<file path="src/rtl/mux_tree_arbiter.sv">
// Round-robin arbiter over seven requesters driving a two-stage mux tree (a..d, then e..g).
// Define MUX_TREE_ARB_TIMEOUT_EN to compile in the MAX_HOLD grant limit.
module mux_tree_arbiter #(
    parameter int MAX_HOLD = 8
) (
    input  logic       clk,
    input  logic       rst_n,
    input  logic [6:0] req,
    output logic [6:0] gnt,
    output logic       s0,
    output logic       s1,
    output logic [1:0] sel,
    output logic       valid,
    output logic [2:0] owner
);

    typedef enum logic {IDLE, GRANT} state_t;

    state_t     state;
    logic [2:0] last;
    logic [2:0] cand;
    logic       release_now;

    if (MAX_HOLD < 2 || MAX_HOLD > 255) begin : g_bad_max_hold
        $error("mux_tree_arbiter: MAX_HOLD must be in 2..255");
    end

    // First set request bit searching circularly from prev+1; lowest offset wins.
    function automatic logic [2:0] next_owner(input logic [6:0] r, input logic [2:0] prev);
        logic [2:0] pick;
        logic [3:0] idx;
        pick = 3'd0;
        for (int off = 7; off >= 1; off--) begin
            idx = {1'b0, prev} + 4'(off);
            if (idx >= 4'd7) idx = idx - 4'd7;
            if (r[idx[2:0]]) pick = idx[2:0];
        end
        return pick;
    endfunction

    assign cand = next_owner(req, last);

`ifdef MUX_TREE_ARB_TIMEOUT_EN
    localparam logic [7:0] HOLD_LAST = 8'(MAX_HOLD - 1);
    logic [7:0] hold_cnt;

    always_comb begin
        release_now = !req[owner];
        if ((hold_cnt == HOLD_LAST) && ((req & ~gnt) != 7'd0)) release_now = 1'b1;
    end

    always_ff @(posedge clk or negedge rst_n) begin
        if (!rst_n) begin
            hold_cnt <= 8'd0;
        end else if (state == IDLE) begin
            hold_cnt <= 8'd0;
        end else if (hold_cnt != HOLD_LAST) begin
            hold_cnt <= hold_cnt + 8'd1;
        end
    end
`else
    always_comb begin
        release_now = !req[owner];
    end
`endif

    always_ff @(posedge clk or negedge rst_n) begin
        if (!rst_n) begin
            state <= IDLE;
            gnt   <= 7'd0;
            valid <= 1'b0;
            owner <= 3'd0;
            s0    <= 1'b0;
            s1    <= 1'b0;
            sel   <= 2'd0;
            last  <= 3'd6;
        end else begin
            case (state)
                IDLE: begin
                    if (req != 7'd0) begin
                        state <= GRANT;
                        owner <= cand;
                        gnt   <= 7'd1 << cand;
                        valid <= 1'b1;
                        if (cand < 3'd4) begin
                            {s1, s0} <= cand[1:0];
                            sel      <= 2'd0;
                        end else begin
                            {s1, s0} <= 2'd0;
                            sel      <= cand[1:0] + 2'd1;
                        end
                    end
                end
                GRANT: begin
                    // Every owner change passes through IDLE so the mux selects settle at zero.
                    if (release_now) begin
                        state <= IDLE;
                        gnt   <= 7'd0;
                        valid <= 1'b0;
                        owner <= 3'd0;
                        s0    <= 1'b0;
                        s1    <= 1'b0;
                        sel   <= 2'd0;
                        last  <= owner;
                    end
                end
                default: state <= IDLE;
            endcase
        end
    end

endmodule

</file>
<file path="config.mk">
export PLATFORM = sky130hd
export DESIGN_NAME = mux_tree_arbiter
export DESIGN_NICKNAME = d
export VERILOG_FILES = /design/src/rtl/mux_tree_arbiter.sv
export SDC_FILE = /design/constraint.sdc
export NUM_CORES = 1
export LEC_CHECK = 0
export ABC_AREA = 1
export BUFFER_PORTS_ARGS = -buffer_cell sky130_fd_sc_hd__buf_2
export CAP_MARGIN = 20
export CORE_ASPECT_RATIO = 0.8
export CORE_UTILIZATION = 35
export CTS_BUF_LIST = sky130_fd_sc_hd__clkbuf_16
export DETAILED_ROUTE_END_ITERATION = 16
export SYNTH_ARGS = -nofsm -noshare
export SYNTH_HDL_FRONTEND = slang
export SYNTH_SLANG_ARGS = --single-unit
</file>
<file path="constraint.sdc">
create_clock -name clk -period 3 [get_ports clk]
set_input_delay 0.6 -clock clk [delete_from_list [all_inputs] [get_ports clk]]
set_output_delay 0.6 -clock clk [all_outputs]
set_load 0.005 [all_outputs]
</file>
==> run_results.csv <==
group,metric,value,unit
outcome,outcome,"finished with violations",
outcome,violations,"negative setup slack",
worst_hold_path,hold_class,"input port to async pin",
logic_synthesis,yosys.area_share.simple,41.10,%
critical_path,path_max_fanout,7,
logic_synthesis,ys_seq_elements,19,
detailed_routing,via_per_inst,5.298,
global_routing,grt_max_degree,20,
placed_design,dp_hpwl,5077,µm
logic_synthesis,synth_cell_types,38,
critical_path,arrival,3.15,ns
clock_tree,root_buffer,"clkbuf_16",
logic_synthesis,async_flop_share,100.0,%
placed_design,gp_congestion,0.9587,
detailed_routing,wl,7208,µm
sta,fmax,332.4,MHz
layout,antenna_cells,0,
sta,rsz0062_at_grt,"true",
sta,finalCritPeriodShare,100.3,%
global_routing,grt_pass1_vias,2114,
sta,skew,0.004533,ns
critical_path,reg2reg_slack,-0.009,ns
clock_tree,worstSkewPairLatency,0.25,ns
logic_synthesis,yosysWarnings,0,
logic_synthesis,synth_fa_ha_area_share,7.839,%
die,dieArea,6523,µm²
logic_synthesis,muxShareOfSynthArea,0,%
layout,finalNonFillerCells,494,
die,io_pins,24,
logic_synthesis,yosys.area_share.xor_xnor,1.153,%
critical_path,cp.required,3.14,ns
detailed_routing,first_iter_violations,238,
sta,slew_headroom,73.09,%
clock_tree,cts_tree,"done",
global_routing,gr-total-overflow,0,
clock_tree,cts_num_sinks,19,
sta,postLayoutSetupSlackWorst,-0.008805,ns
placed_design,port_buffers,23,
layout,fillers,544,
clock_tree,ctsHoldBuffers,0,
global_routing,antenna_found_initial,0,
die,initial_core_util,36.53,%
critical_path,worstReg2RegEnd,"sel[1]",
die,core_area,5943,µm²
sta,hold_viol_final,0,
clock_tree,cts_max_level,1,
logic_synthesis,avgSynthCellArea,6.150,µm²
detailed_routing,drt_first_pass_iters,4,
critical_path,cp-start-kind,"flop",
logic_synthesis,synth_cells,353,
layout,drive_above_1_share,46.73,%
critical_path,reg2reg_depth,16,
logic_synthesis,synth_edf_count,0,
sta,worst_pin_slew,0.4006,ns
logic_synthesis,synth_ff_type,"dfrtp_1",
clock_tree,cts_made_buffers,3,
logic_synthesis,yosysSeqAreaShare,22.02,%
critical_path,cp-end-kind,"flop",
die,die_w,90.05,µm
sta,fin_crit,3.009,ns
sta,finalSetupViolCount,1,
critical_path,worstSetupStartpoint,"last[1]",
detailed_routing,via_count,2617,
clock_tree,path_clk_slew,0.06,ns
layout,area_growth_syn_to_layout,51.24,%
logic_synthesis,synth_area,2171,µm²
die,row_count,25,
clock_tree,cts_buffer_depth,2,
global_routing,grt_pass1_wl,10520,µm
die,chipHeight,72.44,µm
logic_synthesis,synth_compound_area_share,19.37,%
global_routing,grtUsageTotal,19.98,%
run,cap_violations,0,
layout,nets,436,
detailed_routing,drc,0,
critical_path,reg2reg_from,"last[1]",
logic_synthesis,syn_nets,375,
critical_path,critical_path_class,"flop to flop",
detailed_routing,routedWlPerCell,14.59,µm
detailed_routing,antenna_left,0,
sta,timing.final.max_slew_violations,0,
logic_synthesis,synth_top_family_by_area,"simple AND/OR/NAND/NOR gates",
placed_design,dp_cells,474,
[layout by cell type (no fill, tap or decap), types with 7 or more instances in the layout]
cell type  count
nand2_1       71
nand3_1       44
nand2_2       32
buf_4         30
inv_1         25
buf_2         23
dfrtp_1       17
nand2_4       15
a21oi_1       15
o21ai_0       14
inv_2         12
nor2_1        12
o21ai_2       12
a21oi_2        9
nand3_2        8
nor2_2         7
buf_6          7
[repair_timing]
action / CTS / global route
resized for setup: 6 / 142
cloned: 0 / 0
pin swaps: 1 / 49
endpoints found under the setup margin: 8 / 14
setup buffers: 3 / 13
[kinds of logic (layout without fill, tap and decap cells)]
| group | after synthesis | count (layout) |
|---|---|---|
| AOI/OAI and AO/OA | 72 | 72 |
| buffers and inverters | 44 | 104 |
| xor gates and xnor gates | 2 | 2 |
| DFF | 19 | 19 |
| and+or+nand+nor | 203 | 203 |
| adders and majority gates | 13 | 13 |
[registers in the layout, indices dropped and copies added, names as in the netlist]
| register | count |
|---|---|
| gnt | 7 |
| last | 3 |
| valid | 1 |
| s1 | 1 |
| s0 | 1 |
| state | 1 |
| owner | 3 |
| sel | 2 |
[worst max-delay path by stage]
stage,cells after the start,to
2_1_floorplan,17,sel[1]
3_3_place_gp,17,sel[1]
3_5_place_dp,17,sel[1]
4_1_cts,20,sel[1]
5_1_grt,19,sel[1]
6_report,16,sel[1]
[synthesized netlist by cell type, drive strengths merged, types with 2 or more instances]
library cell / n / share of area (%)
dfstp: 2 / 2.4
dfrtp: 17 / 20
o2111ai: 2 / 0.81
or2: 2 / 0.58
o22ai: 2 / 0.58
a21boi: 3 / 1.2
buf: 4 / 1.6
nor3: 2 / 0.46
nor2: 20 / 3.7
ha: 12 / 6.9
nand2: 120 / 22
inv: 39 / 6.7
o21ai: 34 / 8.9
nand3: 55 / 13
nand4: 2 / 0.86
a21oi: 27 / 6.4
[per-stage QoR]
| stage | hold WS (ns) | util (%) | TNS, ns | setup slack (ns) | cell area, µm² |
|---|---|---|---|---|---|
| 2_1_floorplan | 0.3044 | - | 0 | 0.1340 | 2171 |
| 3_3_place_gp | 0.4570 | 42.29 | -0.07991 | -0.03613 | 2514 |
| 3_5_place_dp | 0.4620 | 42.29 | -0.2472 | -0.09653 | 2514 |
| 4_1_cts | 0.2890 | 44.29 | 0 | 0.001545 | 2633 |
| 5_1_grt | 0.3033 | 55.24 | -0.9118 | -0.1097 | 3283 |
| 6_report | 0.2757 | 55.24 | -0.008805 | -0.008805 | 3283 |
[final cells by class]
cell class,count,area [µm²],share of cell area (%)
Timing Repair Buffer,61,439.2,13.38
Inverter,39,152.6,4.649
Clock buffer,3,75.07,2.287
Tap cell,81,101.3,3.087
Clock inverter,1,7.507,0.2287
Multi-Input combinational cell,290,2029,61.81
Sequential cell,19,478.0,14.56
[routing by layer]
layer  wire (µm)  GRT usage [%]  part of all wire [%]
met1        3441          30.33                    48
met2        3306          30.96                    46
met3         348          2.096                   4.8
met4         112          3.226                   1.6
met5           0              0                     0
[worst max-delay path, stage by stage (launching register included)]
cell and delay (ns):
dfstp_2 0.59, clkinvlp_4 0.22, buf_6 0.19, fa_2 0.39, or2_4 0.28, nand2_8 0.10
o21ai_2 0.06, a21oi_2 0.13, nor2_2 0.07, o21ai_4 0.23, a21oi_1 0.07, nand2_1 0.08
nand2_2 0.06, nand2_2 0.08, inv_2 0.05, ha_4 0.25, o21ai_2 0.04
Power is left out: the tool's default activity adds up to more than one toggle a clock period on the data nets, which glitch-free logic cannot reach.
